**config.mk**
```make
export PLATFORM = sky130hd
export DESIGN_NAME = key_input_conditioner
export DESIGN_NICKNAME = d
export VERILOG_FILES = /design/src/rtl/key_input_pkg.sv /design/src/rtl/key_debounce_fsm.sv /design/src/rtl/key_input_conditioner.sv
export SDC_FILE = /design/constraint.sdc
export NUM_CORES = 1
export LEC_CHECK = 0
export BUFFER_PORTS_ARGS = -buffer_cell sky130_fd_sc_hd__buf_2
export CORE_MARGIN = 5
export CORE_UTILIZATION = 60
export DETAILED_ROUTE_END_ITERATION = 10
export PLACE_DENSITY = 0.85
export SETUP_SLACK_MARGIN = 0.15
export SLEW_MARGIN = 5
export SYNTH_ARGS = -nofsm -noshare
export SYNTH_HDL_FRONTEND = slang
export SYNTH_SLANG_ARGS = --single-unit
```
**constraint.sdc**
```tcl
create_clock -name clk -period 3.8 [get_ports clk]
set_input_delay 1.14 -clock clk [delete_from_list [all_inputs] [get_ports clk]]
set_output_delay 1.14 -clock clk [all_outputs]
set_load 0.02 [all_outputs]
```
**src/rtl/key_input_pkg.sv**
```systemverilog
// Shared types and default sizing for the board key/switch input front end.
package key_input_pkg;

  typedef enum logic [1:0] {KS_UP, KS_ARM_DN, KS_DOWN, KS_ARM_UP} key_state_t;

  localparam int N_KEYS_DEF          = 4;
  localparam int SW_W_DEF            = 10;
  localparam int SYNC_STAGES_DEF     = 2;
  localparam int DEBOUNCE_CYCLES_DEF = 500000;

endpackage

```
**src/rtl/key_debounce_fsm.sv**
```systemverilog
// One pushbuttons worth of conditioning: synchroniser, debounce FSM and hold counter.
//
// state     | meaning
// KS_UP     | key released and stable
// KS_ARM_DN | press seen, waiting for it to hold
// KS_DOWN   | key held and stable
// KS_ARM_UP | release seen, waiting for it to hold (level still 1)
module key_debounce_fsm
  import key_input_pkg::*;
#(
  parameter int SYNC_STAGES     = SYNC_STAGES_DEF,
  parameter int DEBOUNCE_CYCLES = DEBOUNCE_CYCLES_DEF
) (
  input  logic clk,
  input  logic rst_n,
  input  logic key_n,
  output logic level,
  output logic press_pulse,
  output logic release_pulse
);

  localparam int CW = $clog2(DEBOUNCE_CYCLES);
  // The UP/DOWN cycle that spots the change counts as the first held cycle.
  localparam logic [CW-1:0] CNT_LAST = CW'(DEBOUNCE_CYCLES - 2);

  logic [SYNC_STAGES-1:0] sync;
  logic                   p;
  key_state_t             state, state_nxt;
  logic [CW-1:0]          cnt, cnt_nxt;
  logic                   press_nxt, release_nxt;

  always_ff @(posedge clk or negedge rst_n) begin
    if (!rst_n) sync <= '1;
    else        sync <= {sync[SYNC_STAGES-2:0], key_n};
  end

  assign p = ~sync[SYNC_STAGES-1];

  always_comb begin
    state_nxt   = state;
    cnt_nxt     = '0;
    press_nxt   = 1'b0;
    release_nxt = 1'b0;
    case (state)
      KS_UP:     if (p) state_nxt = KS_ARM_DN;
      KS_ARM_DN: begin
        if (!p) state_nxt = KS_UP;
        else if (cnt == CNT_LAST) begin
          state_nxt = KS_DOWN;
          press_nxt = 1'b1;
        end else cnt_nxt = cnt + 1'b1;
      end
      KS_DOWN:   if (!p) state_nxt = KS_ARM_UP;
      KS_ARM_UP: begin
        if (p) state_nxt = KS_DOWN;
        else if (cnt == CNT_LAST) begin
          state_nxt   = KS_UP;
          release_nxt = 1'b1;
        end else cnt_nxt = cnt + 1'b1;
      end
      default:   state_nxt = KS_UP;
    endcase
  end

  always_ff @(posedge clk or negedge rst_n) begin
    if (!rst_n) begin
      state         <= KS_UP;
      cnt           <= '0;
      press_pulse   <= 1'b0;
      release_pulse <= 1'b0;
    end else begin
      state         <= state_nxt;
      cnt           <= cnt_nxt;
      press_pulse   <= press_nxt;
      release_pulse <= release_nxt;
    end
  end

  assign level = (state == KS_DOWN) || (state == KS_ARM_UP);

endmodule

```
**src/rtl/key_input_conditioner.sv**
```systemverilog
// Board input front end: debounced key strobes, synchronised switches and a
// switch snapshot taken on every accepted key press.
module key_input_conditioner
  import key_input_pkg::*;
#(
  parameter int N_KEYS          = N_KEYS_DEF,
  parameter int SW_W            = SW_W_DEF,
  parameter int SYNC_STAGES     = SYNC_STAGES_DEF,
  parameter int DEBOUNCE_CYCLES = DEBOUNCE_CYCLES_DEF,
  localparam int KW             = (N_KEYS > 1) ? $clog2(N_KEYS) : 1
) (
  input  logic              clk,
  input  logic              rst_n,
  input  logic [N_KEYS-1:0] key_n,
  input  logic [SW_W-1:0]   sw_raw,
  output logic [N_KEYS-1:0] key_level,
  output logic [N_KEYS-1:0] key_press,
  output logic [N_KEYS-1:0] key_release,
  output logic [SW_W-1:0]   sw_sync,
  output logic [SW_W-1:0]   sw_snapshot,
  output logic              snap_valid,
  output logic [KW-1:0]     snap_key
);

  logic [SYNC_STAGES-1:0][SW_W-1:0] sw_pipe;
  logic [KW-1:0]                    press_idx;

  always_ff @(posedge clk or negedge rst_n) begin
    if (!rst_n) sw_pipe <= '0;
    else        sw_pipe <= {sw_pipe[SYNC_STAGES-2:0], sw_raw};
  end

  assign sw_sync = sw_pipe[SYNC_STAGES-1];

  for (genvar gi = 0; gi < N_KEYS; gi++) begin : g_key
    key_debounce_fsm #(
      .SYNC_STAGES     (SYNC_STAGES),
      .DEBOUNCE_CYCLES (DEBOUNCE_CYCLES)
    ) u_key (
      .clk           (clk),
      .rst_n         (rst_n),
      .key_n         (key_n[gi]),
      .level         (key_level[gi]),
      .press_pulse   (key_press[gi]),
      .release_pulse (key_release[gi])
    );
  end

  // Lowest-index pressing key wins when several are accepted together.
  always_comb begin
    press_idx = '0;
    for (int i = N_KEYS - 1; i >= 0; i--) begin
      if (key_press[i]) press_idx = KW'(i);
    end
  end

  always_ff @(posedge clk or negedge rst_n) begin
    if (!rst_n) begin
      sw_snapshot <= '0;
      snap_valid  <= 1'b0;
      snap_key    <= '0;
    end else begin
      snap_valid <= |key_press;
      if (|key_press) begin
        sw_snapshot <= sw_sync;
        snap_key    <= press_idx;
      end
    end
  end

endmodule

```
==> Word level (Yosys, flattened, before mapping) <==
Cells that the tools add are included.
{ "word_totals": {"wordCells": 142, "register_bits": 133, "out_inout_bits": 35} }
{ "op_classes": {"eq_ne": 32, "addsub": 4, "reduce_logical": 13, "mux": 68} }
{ "op_table": {"columns": ["operator", "count"], "rows": [
  ["two-way mux 19 bit", 12],
  ["one-hot mux 19 bit (2 select lines)", 4],
  ["adder 19 x 1 -> 19 bit (second input constant)", 4],
  ["equality test 19 bit (second input constant)", 4],
  ["two-way mux 2 bit", 28],
  ["one-hot mux 2 bit (4 select lines)", 4],
  ["two-way mux 1 bit", 20],
  ["equality test 2 bit (second input constant)", 8],
  ["AND reduction 4 bit", 4],
  ["inequality test 3 x 1 -> 1 bit (second input constant)", 4],
  ["inequality test 3 bit (second input constant)", 4],
  ["equality test 2 x 1 -> 1 bit (second input constant)", 4],
  ["zero test 2 bit", 4],
  ["inequality test 2 x 1 -> 1 bit (second input constant)", 4],
  ["inequality test 2 bit (second input constant)", 4],
  ["logical OR 1 bit", 4],
  ["OR reduction 4 bit", 1]
]} }

==> Longest topological paths before layout <==
Gate-level depths: netlist of run 1.
{ "logic_depth": {"word_depth": 4, "ltp_mapped": 8} }

==> Hierarchy <==
From an unflattened synthesis of run 1, not the netlist that was laid out.
{ "hier_totals": {"hier_cells": 529, "hier_area_um2": 5869.4} }
{ "modules_own_cells": {"columns": ["module", "area_each_um2", "cells_per_inst", "instances"], "rows": [
  ["key_debounce_fsm at g_key[0].u_key ...", 1204.9, 118, 3],
  ["key_debounce_fsm at g_key[3].u_key", 1187.4, 114, 1],
  ["key_input_conditioner", 1067.3, 61, 1]
]} }

==> Least setup slack after synthesis of run 1 <==
Ideal clock, no wire load.
{ "synth_timing": {"kind": "register to register", "from": "register g_key[3].u_key.cnt[14]", "to": "register g_key[3].u_key.cnt[10]", "required_ns": 3.679, "path_stages_with_launch": 5, "period_less_slack_ns": 1.821, "path_buffers": 1, "arrival_time_ns": 1.700, "setup_time_ns": 0.121, "path_slack_ns": 1.979, "cell_sequence": "dfrtp_1 or4_1 o311ai_4 buf_2 nor2_1"} }
{ "synth_via": {"elab_chain_len": 4, "word_cells_on_any_way": 5, "cone_classes": "1 x eq/ne; 4 x mux"} }
{ "synth_lines": {"columns": ["item", "line_no", "text"], "rows": [
  ["start: declaration", "key_debounce_fsm.sv:29", "logic [CW-1:0] cnt, cnt_nxt;"],
  ["start signal: assignment", "key_debounce_fsm.sv:73", "cnt <= cnt_nxt;"],
  ["equality test 19 bit *", "key_debounce_fsm.sv:48, key_debounce_fsm.sv:56", null],
  ["two-way mux 19 bit *", "key_debounce_fsm.sv:48, key_debounce_fsm.sv:56", null],
  ["two-way mux 19 bit (on tied branches)", "key_debounce_fsm.sv:55, key_debounce_fsm.sv:47", null],
  ["one-hot mux 19 bit (2 select lines) *", "key_debounce_fsm.sv:44", "case (state)"],
  ["net g_key[3].u_key.cnt_nxt[10]", "key_debounce_fsm.sv:29", null]
]} }
The timed path passes the listed nets; every way through them passes the cells marked *.
A chain may end at the register's enable or synchronous reset.

==> Worst setup path after layout of run 1 <==
{ "layout_timing": {"from": "register g_key[1].u_key.press_pulse", "to": "output key_press[1]"} }
{ "layout_rtl": {"columns": ["item", "line_no", "text"], "rows": [
  ["start: declaration", "key_debounce_fsm.sv:18", "output logic press_pulse,"],
  ["start signal: assignment", "key_debounce_fsm.sv:74", "press_pulse <= press_nxt;"],
  ["end: declaration", "key_input_conditioner.sv:17", "output logic [N_KEYS-1:0] key_press,"]
]} }
No word-level cell between the ends.

==> results of run 1 <==
-- cell families (layout without fill, tap and decap cells) --
logic type                 after synthesis  after routing
and+or+nand+nor                        239            239
DFF                                    133            133
buffers and inverters                   54            100
xor gates and xnor gates                53             53
AOI/OAI and AO/OA                       41             41
muxes                                   15             15
adders and majority gates                8              8
-- final timing paths --
check	end	from	cells after the start	slack (ns)
setup / recovery	key_press[1]	g_key[1].u_key.press_pulse$_DFF_PN0_	1	1.48
hold / removal	sw_sync[9]$_DFF_PN0_	sw_pipe[9]$_DFF_PN0_	0	0.35
setup reg to reg	g_key[0].u_key.cnt[4]$_DFF_PN0_	g_key[0].u_key.cnt[12]$_DFF_PN0_	4	1.49
hold reg to reg	sw_sync[9]$_DFF_PN0_	sw_pipe[9]$_DFF_PN0_	0	0.35
max in group asynchronous	sw_pipe[1]$_DFF_PN0_	rst_n	2	2.37
min in group asynchronous	g_key[1].u_key.cnt[14]$_DFF_PN0_	rst_n	1	0.57
-- synth_stat cells, types with 2 or more instances --
cell	number	area [sq um]
nand2_1	28	105
mux2_2	10	113
or3_1	12	75.1
ha_1	8	100
dfstp_2	8	210
or4_1	12	90.1
nand3_1	32	160
inv_1	16	60.1
buf_4	22	165
a21oi_1	18	90.1
clkbuf_1	8	30.0
buf_2	8	40.0
dfrtp_1	125	3130
xnor2_1	25	219
o31ai_1	9	67.6
nor2_1	67	251
nor3_1	12	60.1
o21ai_0	9	45.0
mux2i_1	5	50.1
and2_1	6	37.5
nor2b_1	3	18.8
and3_1	9	56.3
nand4_2	2	25.0
and4_1	7	61.3
nor3b_1	4	30.0
nand4_1	21	131
xor2_1	28	245
nor4_1	13	81.3
-- power groups by stage --
| stage | registers, mW | logic, mW | clock network [mW] |
|---|---|---|---|
| finish | 1.46 | 0.0786 | 1.47 |
| global route | 1.46 | 0.0888 | 1.56 |
| CTS | 1.46 | 0.0808 | 1.49 |
| detailed placement | 1.48 | 0.0803 | 0 |
| global placement | 1.48 | 0.0770 | 0 |
| floorplan | 1.48 | 0.0384 | 0 |
-- state kept, by name, summed over array words and instances, names as in the netlist, named ones only --
name                       cells
g_key.u_key.release_pulse      4
sw_sync                       10
g_key.u_key.sync               8
g_key.u_key.cnt               76
g_key.u_key.press_pulse        4
snap_key                       2
snap_valid                     1
g_key.u_key.state              4
sw_snapshot                   10
sw_pipe                       10
-- final cells by class --
class / instances / area, sq um / area share, %
clock buffers: 20 / 435 / 6.53
clock inverters: 12 / 105 / 1.58
inverters: 16 / 60.1 / 0.901
multi-input cells: 356 / 2280 / 34.2
flip-flops and latches: 133 / 3340 / 50.1
well taps: 133 / 166 / 2.50
repair buffers: 52 / 280 / 4.20
-- metal layers --
metal,up-vias,GRT usage (%),routed length [microns]
li1,1946,-,-
met1,2078,26.9,4760
met2,131,35.9,6190
met3,19,5.27,479
met4,0,9.53,229
met5,-,0,0
-- cells in the final DEF (no fill, tap or decap), types with 18 or more instances in the layout --
master,n
buf_2,49
a21oi_1,18
xor2_1,28
nand2_1,28
nand4_1,21
dfrtp_1,125
xnor2_1,25
nor2_1,67
nand3_1,32
-- through the flow --
step / power [mW] / std cells / setup slack, ns / instance area [sq um] / util, %
after floorplan: 1.52 / 543 / 1.98 / 5910 / -
after global placement: 1.56 / 690 / 1.77 / 6130 / 63.3
after detailed placement: 1.56 / 690 / 1.63 / 6130 / 63.3
after CTS: 3.02 / 722 / 1.44 / 6670 / 68.8
after global routing: 3.10 / 722 / 1.27 / 6670 / 68.8
final: 3.00 / 722 / 1.48 / 6670 / 68.8
==> impl_metrics.ini, run 1 <==
[routing]
drt_first_pass_iters = 5
post_drt_wl_per_cell_microns = 16.2
routed_wl_microns = 11700
drtIter0Drc = 240
via_per_inst = 5.78
drc_errors = 0
ant_nets = 0
via_count = 4174

[run]
drv_cap = 0

[cts]
root_buffer = clkbuf_8
cts_max_path_buffers = 2
cts_resized = 0
cts_hold_buf = 0
tritoncts = yes
postCtsSetupBuffers = 0
cts_buffers = 17
clk_pin_slew_ns = 0.06
cts_num_sinks = 133
htree_num_levels = 4
clock_latency_ns = 0.52

[power_and_ir_drop]
netSwitchingPower_mw = 0.658
leakage_nw = 2.89
clkPwrFrac_pct = 48.8
power_density_mw_per_mm2 = 450
comb_power_share_pct = 2.6
seq_power_share_pct = 48.6
p_sw_share_pct = 21.9
p_int_mw = 2.34
vdd_drop_max_mv = 0.320

[cells_and_area]
fill_cells = 649
area_delta_synth_final_pct = 12.8
n_antenna_cell = 0
nets = 600
final_layout_size_suffix_gt1_share_pct = 18.7

[logic_synthesis]
syn-cell-area_sq_mm = 0.00591
ys_seq_area_share_pct = 56.5
async_flop_share_pct = 100
ys.flop_type = dfrtp_1
syn-instance-count = 543
syn_nets = 567
synth_edf_count = 0
synth_xor_xnor_area_share_pct = 7.86
yosysWarnings = 0
synth_compound_gate_area_share_pct = 4.47
synth-adder-area-share_pct = 1.69
synth.distinct_cells = 44
ys_ff_latch = 133
yosys.area_share.simple_pct = 21.7
synth_top_family_by_area = simple AND/OR/NAND/NOR gates
synth_mux_area_share_pct = 2.75
avgSynthCellArea_sq_um = 10.9

[sta]
drv_slew = 0
period_minus_slack_ns = 2.32
hold_viol_final = 0
whs_ns = 0.347
worstMarginPinSlew_ns = 1.31
skew_ns = 0.00757
max_freq_ghz = 0.431
rsz0062_at_grt = false
setup_viol = 0
tns_ns = 0
slew_headroom_pct = 12.3
fin_crit_sh_pct = 61.1

[worst_setup_path]
crit_slowest_cell = dfrtp_1
end_kind = primary output
crit_arrival_ns = 1.18
crit_family = flip-flops
critPathMaxStageDelay_ns = 0.45
crit_type = reg -> out
critical_path_required_ns = 2.66
cp_max_fo = 4
critical_path_buf_inv_count = 1
worstSetupStartpointType = flip-flop
cp_cell_sequence = buf_2

[floorplan]
die_h_microns = 109
fp.dieW_microns = 109
core_area_sq_mm = 0.00968
num_rows = 36
start_util_pct = 61.0
ios = 51
die-area_sq_mm = 0.0119

[place]
numPortBuffers = 50
hpwl_microns = 7800
gp_congestion = 0.862

[global_route]
grt_pass1_vias = 4094
antenna_found_initial = 0
grt_first_pass_wirelength_microns = 19700
grt_max_degree = 59
grt-ovfl-total = 0
grt_util_all_layers_pct = 21.6

[worst_hold_path]
hp-class = reg -> reg

[run_status]
outcome = complete, no violations
No activity file was read; power rests on OpenSTA's default activity.
==> run 2: changes to the inputs <==
- CORE_UTILIZATION: 60 -> 54
- PLACE_DENSITY: 0.85 -> 0.81
- clock period: 3.8 -> 1.86 ns (I/O delays scaled with it)
==> run 2 against run 1 <==
Compared with the run above:
- flip-flop and latch count unchanged
- count of clock-buffer cells in the layout grew 2
- sequential power up 100%
- largest power group unchanged
==> impl_metrics.ini, run 2 (same netlist as run 1, synthesis figures left out) <==
[run]
drv_cap = 0

[routing]
drc_errors = 0
via_count = 4465
via_per_inst = 5.70
post_drt_wl_per_cell_microns = 17.4
drt_first_pass_iters = 5
routed_wl_microns = 13600
drtIter0Drc = 320
ant_nets = 0

[sta]
worstMarginPinSlew_ns = 0.492
drv_slew = 0
hold_viol_final = 0
slew_headroom_pct = 66.9
skew_ns = 0.00796
fin_crit_sh_pct = 93.2
period_minus_slack_ns = 1.73
rsz0062_at_grt = true
fin_ws_ns = 0.127
setup_viol = 0
tns_ns = 0
max_freq_ghz = 0.577

[global_route]
grt_max_degree = 44
grt_util_all_layers_pct = 21.1
grt-ovfl-total = 0
grt_first_pass_wirelength_microns = 21900
grt_pass1_vias = 4559
antenna_found_initial = 0

[run_status]
outcome = complete, no violations

[floorplan]
die-area_sq_mm = 0.0131
num_rows = 38
fp.dieW_microns = 115
die_h_microns = 115
core_area_sq_mm = 0.0108
ios = 51
start_util_pct = 54.7

[cells_and_area]
regMostFlops = g_key.u_key.cnt
area_delta_synth_final_pct = 26.2
n_antenna_cell = 0
largest_reg_flops = 76
final_util_pct = 69.1
nets = 654
final_layout_size_suffix_gt1_share_pct = 35.5
mostFrequentLayoutCells = 103 x dfrtp_1, 59 x nor2_1, 50 x buf_4, 46 x buf_2, 29 x nand3_1
final_common_cell = dfrtp_1

[worst_setup_path]
end_kind = flip-flop
cp_max_fo = 6
critical_path_required_ns = 2.32
path_depth = 5
critPathMaxStageDelay_ns = 0.43
critical_path_buf_inv_count = 0
crit_slowest_cell = dfrtp_2
crit_arrival_ns = 2.19
worstSetupStartpointType = flip-flop
cp_cell_sequence = ha_1 -> nand2_1 -> or3_4 -> or4_4 -> a21oi_2
crit_type = reg -> reg
crit_family = simple AND/OR/NAND/NOR gates
r2r_cells = 5

[cts]
htree_num_levels = 4
root_buffer = clkbuf_8
tritoncts = yes
clk_pin_slew_ns = 0.06
cts_buffers = 17
cts_max_path_buffers = 2
clock_latency_ns = 0.53
cts_num_sinks = 133

[power_and_ir_drop]
leakage_nw = 3.22
vdd_drop_max_mv = 0.774
p_total_mw = 6.56
power_density_mw_per_mm2 = 880

[place]
hpwl_microns = 8010
post-place-ws_ns = 0.0721
gp_congestion = 0.881
numPortBuffers = 50

[worst_hold_path]
whs_path_depth = 1
hp-class = in -> reg
==> run 2: cell count changes in the layout (fill, tap and decap cells not counted), moves of 5 or more <==
| cell | delta |
|---|---|
| buf_4 | +48 |
| dfrtp_1 | -22 |
| dfrtp_2 | +22 |
| nor2_1 | -8 |
| nor2_2 | +7 |
| or4_1 | -6 |
| or4_4 | +6 |
| a21oi_1 | -5 |
| a21oi_2 | +5 |
| buf_6 | +5 |
==> run 2: report_power, final <==
| part | total, mW | internal [mW] | switching, mW | leakage (nW) |
|---|---|---|---|---|
| clock | 3.36 | 2.12 | 1.24 | 0.278 |
| combinational | 0.216 | 0.0806 | 0.135 | 1.20 |
| sequential | 2.98 | 2.95 | 0.0344 | 1.74 |
==> run 2: timing repair <==
action | in CTS | in global routing
pin swaps | 3 | 14
cloned | 0 | 3
buffers inserted | 8 | 21
resized for setup | 17 | 67
hold buffers | 1 | 0
endpoints found under the setup margin | 40 | 91
hold endpoints to repair | 35 | 0
==> run 2: final timing paths <==
path / startpoint / endpoint / slack [ns]
worst max-delay path: g_key[3].u_key.cnt[0]$_DFF_PN0_ / g_key[3].u_key.cnt[18]$_DFF_PN0_ / 0.13
worst min-delay path: key_n[0] / g_key[0].u_key.sync[0]$_DFF_PN1_ / 0.12
worst max register to register: g_key[3].u_key.cnt[0]$_DFF_PN0_ / g_key[3].u_key.cnt[18]$_DFF_PN0_ / 0.13
worst min register to register: sw_pipe[2]$_DFF_PN0_ / sw_sync[2]$_DFF_PN0_ / 0.35
max in group asynchronous: rst_n / g_key[3].u_key.sync[0]$_DFF_PN1_ / 0.71
min in group asynchronous: rst_n / g_key[2].u_key.cnt[13]$_DFF_PN0_ / 0.52
==> run 2: area by class of cell <==
| cell class | instances | area (sq um) |
|---|---|---|
| well taps | 140 | 175 |
| repair buffers | 106 | 757 |
| multi-input cells | 356 | 2500 |
| clock buffers | 22 | 453 |
| inverters | 16 | 60.1 |
| flip-flops and latches | 133 | 3370 |
| clock inverters | 10 | 146 |
| fillers | 702 | 3340 |
==> run 2: layer usage <==
layer	global-route usage [%]	vias up	share of wire [%]
met5	0	-	0
met4	7.36	0	2.0
met3	6.34	35	5.7
met2	35.5	164	52
met1	25.9	2211	40
li1	-	2055	-
==> run 2: stage by stage <==
stage | hold slack [ns] | instance area [sq um] | std cells
2_1_floorplan | 0.262 | 5920 | 543
3_3_place_gp | 0.331 | 6320 | 718
3_5_place_dp | 0.336 | 6320 | 718
4_1_cts | 0.106 | 7070 | 759
5_1_grt | 0.0920 | 7460 | 783
6_report | 0.125 | 7460 | 783
==> run 2: worst reg2reg max path, cell delays in order, from the launching register on <==
cell and delay [ns]:
dfrtp_2 0.43, ha_1 0.19, nand2_1 0.10, or3_4 0.37, or4_4 0.43, a21oi_2 0.15
